<file path="src/rtl/bn_pkg.sv">
// Shared types and defaults for the batchnorm stream sequencer.
package bn_pkg;
  typedef enum logic [2:0] {
    ST_IDLE,
    ST_CLR,
    ST_LOAD,
    ST_ARM,
    ST_RUN,
    ST_DRAIN
  } bn_ctrl_state_t;

  localparam int BN_LATENCY_DEFAULT = 5;

  // Fixed-point 1.0 with frac fractional bits.
  function automatic int BN_UNITY(input int frac);
    return 1 << frac;
  endfunction
endpackage

</file>
<file path="src/rtl/bn_out_fifo.sv">
// First-word-fall-through result FIFO; push and pop may coincide, even when full.
module bn_out_fifo #(
  parameter int DATA_W = 18,
  parameter int DEPTH  = 8
) (
  input  logic                   clk,
  input  logic                   rst,
  input  logic                   push,
  input  logic [DATA_W-1:0]      push_data,
  input  logic                   pop,
  output logic [DATA_W-1:0]      rd_data,
  output logic [$clog2(DEPTH):0] count,
  output logic                   full,
  output logic                   empty
);
  localparam int AW  = $clog2(DEPTH);
  localparam int CNW = AW + 1;

  logic [DATA_W-1:0] mem [DEPTH];
  logic [AW-1:0]     wr_ptr_q, wr_ptr_d, rd_ptr_q, rd_ptr_d;
  logic [CNW-1:0]    count_q, count_d;
  logic              do_push, do_pop;

  assign empty   = (count_q == '0);
  assign full    = (count_q == CNW'(DEPTH));
  assign count   = count_q;
  assign do_pop  = pop && !empty;
  assign do_push = push && (!full || do_pop);
  // Empty reads present zero rather than stale storage.
  assign rd_data = empty ? '0 : mem[rd_ptr_q];

  // NOTE: combinational next-state uses blocking '=' with a default for every
  // signal first, so no latch is inferred; flops below use non-blocking '<='.
  always_comb begin
    wr_ptr_d = wr_ptr_q;
    rd_ptr_d = rd_ptr_q;
    if (do_push) wr_ptr_d = wr_ptr_q + AW'(1);
    if (do_pop)  rd_ptr_d = rd_ptr_q + AW'(1);
    count_d = count_q + CNW'(do_push) - CNW'(do_pop);
  end

  // NOTE: storage is deliberately not reset; count_q alone defines which
  // entries are valid, so clearing the array would only cost reset fan-out.
  always_ff @(posedge clk) begin
    if (do_push) mem[wr_ptr_q] <= push_data;
  end

  always_ff @(posedge clk or posedge rst) begin
    if (rst) begin
      wr_ptr_q <= '0;
      rd_ptr_q <= '0;
      count_q  <= '0;
    end else begin
      wr_ptr_q <= wr_ptr_d;
      rd_ptr_q <= rd_ptr_d;
      count_q  <= count_d;
    end
  end
endmodule

</file>
<file path="src/rtl/bn_stream_ctrl.sv">
// Per-layer batchnorm sequencer: clear, load gamma/beta, arm, stream one frame,
// and collect results into a credit-protected output FIFO.
module bn_stream_ctrl
  import bn_pkg::*;
#(
  parameter int WIDTH      = 16,
  parameter int FRAC       = 8,
  parameter int CHANNELS   = 16,
  parameter int PIXELS     = 64,
  parameter int BN_LATENCY = BN_LATENCY_DEFAULT,
  parameter int OUT_DEPTH  = 8,
  localparam int CW        = $clog2(CHANNELS)
) (
  input  logic                      clk,
  input  logic                      rst,
  input  logic                      start,
  input  logic                      param_valid,
  output logic                      param_ready,
  input  logic [WIDTH-1:0]          param_data,
  input  logic                      in_valid,
  output logic                      in_ready,
  input  logic [WIDTH-1:0]          in_data,
  output logic                      bn_rst,
  output logic                      bn_en,
  output logic                      bn_valid,
  output logic [WIDTH-1:0]          bn_x,
  output logic [CW-1:0]             bn_channel,
  output logic [CHANNELS*WIDTH-1:0] gamma_packed,
  output logic [CHANNELS*WIDTH-1:0] beta_packed,
  input  logic [WIDTH-1:0]          bn_y,
  input  logic [CW-1:0]             bn_channel_out,
  input  logic                      bn_valid_out,
  output logic                      out_valid,
  input  logic                      out_ready,
  output logic [WIDTH-1:0]          out_data,
  output logic [CW-1:0]             out_channel,
  output logic                      busy,
  output logic                      done,
  output logic                      err
);
  localparam int TOTAL = PIXELS * CHANNELS;
  localparam int IW    = $clog2(TOTAL + 1);
  localparam int PW    = $clog2(2 * CHANNELS);
  localparam int FW    = $clog2(OUT_DEPTH) + 1;
  // Headroom for a full batchnorm pipeline on top of the FIFO depth.
  localparam int NW    = $clog2(OUT_DEPTH + BN_LATENCY + 1);
  localparam logic [WIDTH-1:0] UNITY = WIDTH'(BN_UNITY(FRAC));

  bn_ctrl_state_t            state_q, state_d;
  logic                      bn_rst_q, bn_rst_d, bn_en_q, bn_en_d;
  logic                      bn_valid_q, bn_valid_d, done_q, done_d, err_q, err_d;
  logic [WIDTH-1:0]          bn_x_q, bn_x_d;
  logic [CW-1:0]             bn_ch_q, bn_ch_d, ch_cnt_q, ch_cnt_d, exp_ch_q, exp_ch_d;
  logic [CHANNELS*WIDTH-1:0] gamma_q, gamma_d, beta_q, beta_d;
  logic [PW-1:0]             param_cnt_q, param_cnt_d;
  logic                      arm_cnt_q, arm_cnt_d;
  logic [IW-1:0]             issued_q, issued_d;
  logic [NW-1:0]             inflight_q, inflight_d;

  logic [FW-1:0]             fifo_count;
  logic                      fifo_full, fifo_empty;
  logic [CW+WIDTH-1:0]       fifo_rd;
  logic                      credit_ok, fire_in, fire_param, pop, ret_ok, drop;

  function automatic logic [CW-1:0] next_ch(input logic [CW-1:0] c);
    return (c == CW'(CHANNELS - 1)) ? '0 : c + CW'(1);
  endfunction

  assign credit_ok   = (int'(fifo_count) + int'(inflight_q)) < OUT_DEPTH;
  assign in_ready    = (state_q == ST_RUN) && credit_ok && (issued_q < IW'(TOTAL));
  assign param_ready = (state_q == ST_LOAD);
  assign fire_in     = in_valid && in_ready;
  assign fire_param  = param_valid && param_ready;
  assign pop         = out_ready && !fifo_empty;
  assign ret_ok      = bn_valid_out && (inflight_q != '0);
  assign drop        = bn_valid_out && fifo_full && !pop;

  always_comb begin
    state_d     = state_q;
    bn_valid_d  = 1'b0;
    bn_x_d      = bn_x_q;
    bn_ch_d     = bn_ch_q;
    done_d      = 1'b0;
    gamma_d     = gamma_q;
    beta_d      = beta_q;
    param_cnt_d = param_cnt_q;
    arm_cnt_d   = arm_cnt_q;
    ch_cnt_d    = ch_cnt_q;
    issued_d    = issued_q;
    inflight_d  = inflight_q;
    exp_ch_d    = exp_ch_q;
    err_d       = err_q;

    if (fire_in && !ret_ok)      inflight_d = inflight_q + NW'(1);
    else if (ret_ok && !fire_in) inflight_d = inflight_q - NW'(1);

    if (bn_valid_out) begin
      exp_ch_d = next_ch(exp_ch_q);
      if ((bn_channel_out != exp_ch_q) || (inflight_q == '0) || drop) err_d = 1'b1;
    end

    case (state_q)
      ST_IDLE: if (start) begin
        state_d     = ST_CLR;
        err_d       = 1'b0;
        param_cnt_d = '0;
        ch_cnt_d    = '0;
        issued_d    = '0;
        inflight_d  = '0;
        exp_ch_d    = '0;
      end
      ST_CLR: state_d = ST_LOAD;
      ST_LOAD: if (fire_param) begin
        if (int'(param_cnt_q) < CHANNELS)
          gamma_d[int'(param_cnt_q)*WIDTH +: WIDTH] = param_data;
        else
          beta_d[(int'(param_cnt_q) - CHANNELS)*WIDTH +: WIDTH] = param_data;
        param_cnt_d = param_cnt_q + PW'(1);
        if (param_cnt_q == PW'(2 * CHANNELS - 1)) begin
          state_d   = ST_ARM;
          arm_cnt_d = 1'b0;
        end
      end
      ST_ARM: begin
        arm_cnt_d = ~arm_cnt_q;
        if (arm_cnt_q) state_d = ST_RUN;
      end
      ST_RUN: if (fire_in) begin
        bn_valid_d = 1'b1;
        bn_x_d     = in_data;
        bn_ch_d    = ch_cnt_q;
        ch_cnt_d   = next_ch(ch_cnt_q);
        issued_d   = issued_q + IW'(1);
        if (issued_q == IW'(TOTAL - 1)) state_d = ST_DRAIN;
      end
      ST_DRAIN: if ((inflight_q == '0) && fifo_empty) begin
        done_d  = 1'b1;
        state_d = ST_IDLE;
      end
      default: state_d = ST_IDLE;
    endcase

    bn_rst_d = (state_d == ST_CLR);
    bn_en_d  = (state_d == ST_ARM) || (state_d == ST_RUN) || (state_d == ST_DRAIN);
  end

  always_ff @(posedge clk or posedge rst) begin
    if (rst) begin
      state_q     <= ST_IDLE;
      bn_rst_q    <= 1'b1;
      bn_en_q     <= 1'b0;
      bn_valid_q  <= 1'b0;
      bn_x_q      <= '0;
      bn_ch_q     <= '0;
      done_q      <= 1'b0;
      err_q       <= 1'b0;
      gamma_q     <= {CHANNELS{UNITY}};
      beta_q      <= '0;
      param_cnt_q <= '0;
      arm_cnt_q   <= 1'b0;
      ch_cnt_q    <= '0;
      issued_q    <= '0;
      inflight_q  <= '0;
      exp_ch_q    <= '0;
    end else begin
      state_q     <= state_d;
      bn_rst_q    <= bn_rst_d;
      bn_en_q     <= bn_en_d;
      bn_valid_q  <= bn_valid_d;
      bn_x_q      <= bn_x_d;
      bn_ch_q     <= bn_ch_d;
      done_q      <= done_d;
      err_q       <= err_d;
      gamma_q     <= gamma_d;
      beta_q      <= beta_d;
      param_cnt_q <= param_cnt_d;
      arm_cnt_q   <= arm_cnt_d;
      ch_cnt_q    <= ch_cnt_d;
      issued_q    <= issued_d;
      inflight_q  <= inflight_d;
      exp_ch_q    <= exp_ch_d;
    end
  end

  bn_out_fifo #(
    .DATA_W(CW + WIDTH),
    .DEPTH (OUT_DEPTH)
  ) u_out_fifo (
    .clk      (clk),
    .rst      (rst),
    .push     (bn_valid_out),
    .push_data({bn_channel_out, bn_y}),
    .pop      (pop),
    .rd_data  (fifo_rd),
    .count    (fifo_count),
    .full     (fifo_full),
    .empty    (fifo_empty)
  );

  assign out_valid    = !fifo_empty;
  assign out_data     = fifo_rd[WIDTH-1:0];
  assign out_channel  = fifo_rd[CW+WIDTH-1:WIDTH];
  assign bn_rst       = bn_rst_q;
  assign bn_en        = bn_en_q;
  assign bn_valid     = bn_valid_q;
  assign bn_x         = bn_x_q;
  assign bn_channel   = bn_ch_q;
  assign gamma_packed = gamma_q;
  assign beta_packed  = beta_q;
  assign busy         = (state_q != ST_IDLE);
  assign done         = done_q;
  assign err          = err_q;
endmodule

</file>
<file path="config.mk">
export PLATFORM = sky130hd
export DESIGN_NAME = bn_stream_ctrl
export DESIGN_NICKNAME = d
export VERILOG_FILES = /design/src/rtl/bn_pkg.sv /design/src/rtl/bn_out_fifo.sv /design/src/rtl/bn_stream_ctrl.sv
export SDC_FILE = /design/constraint.sdc
export NUM_CORES = 1
export LEC_CHECK = 0
export CAP_MARGIN = 20
export CORE_MARGIN = 2
export CORE_UTILIZATION = 46
export CTS_CLUSTER_DIAMETER = 30
export CTS_CLUSTER_SIZE = 8
export DETAILED_ROUTE_END_ITERATION = 8
export DONT_BUFFER_PORTS = 1
export PLACE_DENSITY_LB_ADDON = 0.25
export SLEW_MARGIN = 0
export SYNTH_ARGS = -nofsm -noshare
export SYNTH_HDL_FRONTEND = slang
export SYNTH_SLANG_ARGS = --single-unit
export TNS_END_PERCENT = 100
</file>
<file path="constraint.sdc">
create_clock -name clk -period 21.7 [get_ports clk]
set_input_delay 1.085 -clock clk [delete_from_list [all_inputs] [get_ports clk]]
set_output_delay 1.085 -clock clk [all_outputs]
set_load 0.02 [all_outputs]
</file>
==> metrics.cfg <==
[worst_setup_path]
r2r_slack_ns=16.54
worst_ep_arrival_time_ns=5.74
worstSetupPathType=flip-flop to flip-flop
start_kind=flip-flop
cp-end-kind=flip-flop
crit_required_ns=22.28
crit_fanout=28

[logic_synthesis]
yosysMostFrequentCell=dfrtp_1
yosys-top-cells-area=dfrtp_1, edfxtp_1, mux2_2, o21ai_0, mux4_2
synth_area_sq_um=29900
synth.net_count=2257
ys.flop_type=dfrtp_1
synthTopCellsByCount=dfrtp_1, mux2_2, o21ai_0, nand2_1, edfxtp_1
synth_top_cell_by_area=dfrtp_1
async_flop_share=0.7835
yosys_warnings=0
synth_top_area_frac=0.4704
seq_area_frac_synth=0.6461
synth_cell_types=74
synthCells=2172
synth_enable_flop_cells=160
ys_ff_latch=739
avgSynthCellArea_sq_um=13.76

[sta]
finalSetupViolCount=0
finalCriticalPeriod_ns=5.163
rsz0062_at_grt=false
setup_tns_ns=0
finalWorstSetupSlack_ns=16.54
slew_viol_final=0
worstMarginPinSlew_ns=1.069
max_freq_ghz=0.1937
max_slew_margin=0.2876
hold_viol=0
fin_worst_skew_ns=0.04741
period_share=0.2379

[cts]
cts_resized=0
holdBufCountCts=0
htreeDepth=4
insertion_delay_ns=0.72
cts_root_buf=clkbuf_16
cts_tree=done
clock_sinks=739
post-cts-setup-buffers=0
clk_pin_slew_worst_paths_ns=0.05
numCtsBuffers=148
cts.path.max_buffers=3

[routing]
drc=0
avgRoutedWirePerCell_microns=28.57
drtIter0Drc=1539
routed_wl_microns=91200
dr.pass1.iters=5
post_drt_via_cell_ratio=5.869
drt.antenna.violating_nets=0
vias=18740

[finish]
fillCellCount=5170
areaGrowthSynthToFinish_pct=19.09
nNetsFinal=2299
antenna_cells=0
final_cells=3192
layout-drive-gt1-share=0.2953
utilization=0.5533

[die]
dieArea_sq_um=67050
rows=93
ios=620
start_util=0.4646
fp.dieH_microns=258.9
core-area_sq_um=64350
die_x_microns=258.9

[global_route]
grt_pass1_vias=19460
grt_overflow=0
use_met2=0.4149
grt_busiest_layer=met2
met3_usage=0.1145
grtUsageTotal=0.2703
grt_max_degree=177
gr-usage-met1=0.3285
antenna_found_initial=2
grt_pass1_wl_microns=133600

[place]
io_buffer_count=0
routabilityCongestion=0.8854
dp_hpwl_microns=60970
place_inst=2915
place_ws_ns=16.63

[pwr]
ir_drop_v=0.00009431
p_leak_nw=16.26
power_density_nw_per_um2=146.8

[status]
outcome=finished clean

[min_path]
min-delay-path-class=input port to async pin

[job]
cap_violations=0

## registers in the layout (all words and copies together), names as in the netlist, 3 cells and up
register / flops
beta_packed: 256
gamma_packed: 256
u_out_fifo.mem: 160
bn_x: 16
issued_q: 11
param_cnt_q: 5
bn_channel: 4
ch_cnt_q: 4
exp_ch_q: 4
inflight_q: 4
u_out_fifo.count: 4
state_q: 3
u_out_fifo.rd_ptr_q: 3
u_out_fifo.wr_ptr_q: 3
## critical path, cell delays in order, from the launching register on
cell	delay (ns)
dfrtp_1	0.85
inv_1	0.14
ha_1	0.27
nand2b_1	0.25
nand2b_1	0.20
inv_2	0.08
ha_1	0.38
or3b_1	0.41
a211oi_2	0.45
nand3_1	0.64
nor2_2	0.95
mux2_2	0.42
## stage by stage
step	area [sq um]	hold slack, ns	power (mW)
floorplan	29900	0.4446	2.712
global placement	30620	0.4637	3.041
detailed placement	30620	0.4705	3.075
CTS	35520	0.3939	5.249
global route	35600	0.4041	5.433
finish	35600	0.3332	5.225
## layer usage
metal / share of wire / vias up
met5: 0 / -
met1: 0.37 / 9744
met2: 0.47 / 949
met3: 0.11 / 198
met4: 0.046 / 0
li1: - / 7844
## cell usage in the layout (no fill, tap or decap), types with 13 or more instances in the layout
cell type / netlist / final
and2_1: 19 / 19
buf_4: 9 / 27
clkbuf_1: 87 / 33
clkbuf_16: 0 / 149
clkbuf_8: 0 / 18
clkinv_2: 0 / 30
clkinvlp_4: 0 / 13
dfrtp_1: 562 / 561
dfstp_2: 17 / 17
edfxtp_1: 160 / 160
ha_1: 25 / 25
inv_1: 55 / 54
mux2_1: 13 / 13
mux2_2: 315 / 315
mux2i_1: 56 / 56
mux4_2: 40 / 40
nand2_1: 198 / 198
nand2b_1: 13 / 13
nand3_1: 33 / 33
nor2_1: 107 / 107
o21ai_0: 203 / 203
o31ai_1: 68 / 68
xnor2_1: 14 / 14
## worst paths after layout
| kind | startpoint | cells after the start | endpoint |
|---|---|---|---|
| hold reg to reg | issued_q[9]$_DFFE_PP0P_ | 1 | issued_q[9]$_DFFE_PP0P_ |
| setup / recovery | param_cnt_q[0]$_DFFE_PP0P_ | 11 | gamma_packed[189]$_DFFE_PP0P_ |
| max in group asynchronous | rst | 2 | gamma_packed[118]$_DFFE_PP0P_ |
| setup reg to reg | param_cnt_q[0]$_DFFE_PP0P_ | 11 | gamma_packed[189]$_DFFE_PP0P_ |
| hold / removal | rst | 1 | beta_packed[40]$_DFFE_PP0P_ |
| min in group clk | bn_y[7] | 0 | u_out_fifo.mem[7][7]$_DFFE_PP_ |
## cell type report
type | count | area (sq um) | area share
multi-input cells | 1237 | 9794 | 0.2751
clock inverters | 73 | 797.0 | 0.02239
inverters | 56 | 217.7 | 0.006115
clock buffers | 200 | 4100 | 0.1152
well taps | 855 | 1070 | 0.03005
repair buffers | 32 | 307.8 | 0.008645
flip-flops and latches | 739 | 19320 | 0.5425
## where the power goes
group          internal (mW)  leakage [nW]  total [mW]  switching, mW
combinational          0.336          4.66       0.967          0.631
clock                   1.40          2.36        2.16          0.768
sequential              1.66          9.24        2.09          0.435
total                   3.39          16.3        5.23           1.83
## cells by family (layout without fill, tap and decap cells)
logic type / count (synthesis) / in the layout / share of synthesized area
muxes: 434 / 434 / 0.1775
DFF: 739 / 739 / 0.6461
buffers and inverters: 196 / 361 / 0.02821
adders and majority gates: 26 / 26 / 0.01113
AOI/OAI and AO/OA: 307 / 307 / 0.06085
xor gates and xnor gates: 24 / 24 / 0.007031
and+or+nand+nor: 446 / 446 / 0.06926
No activity file was read; power rests on OpenSTA's default activity.
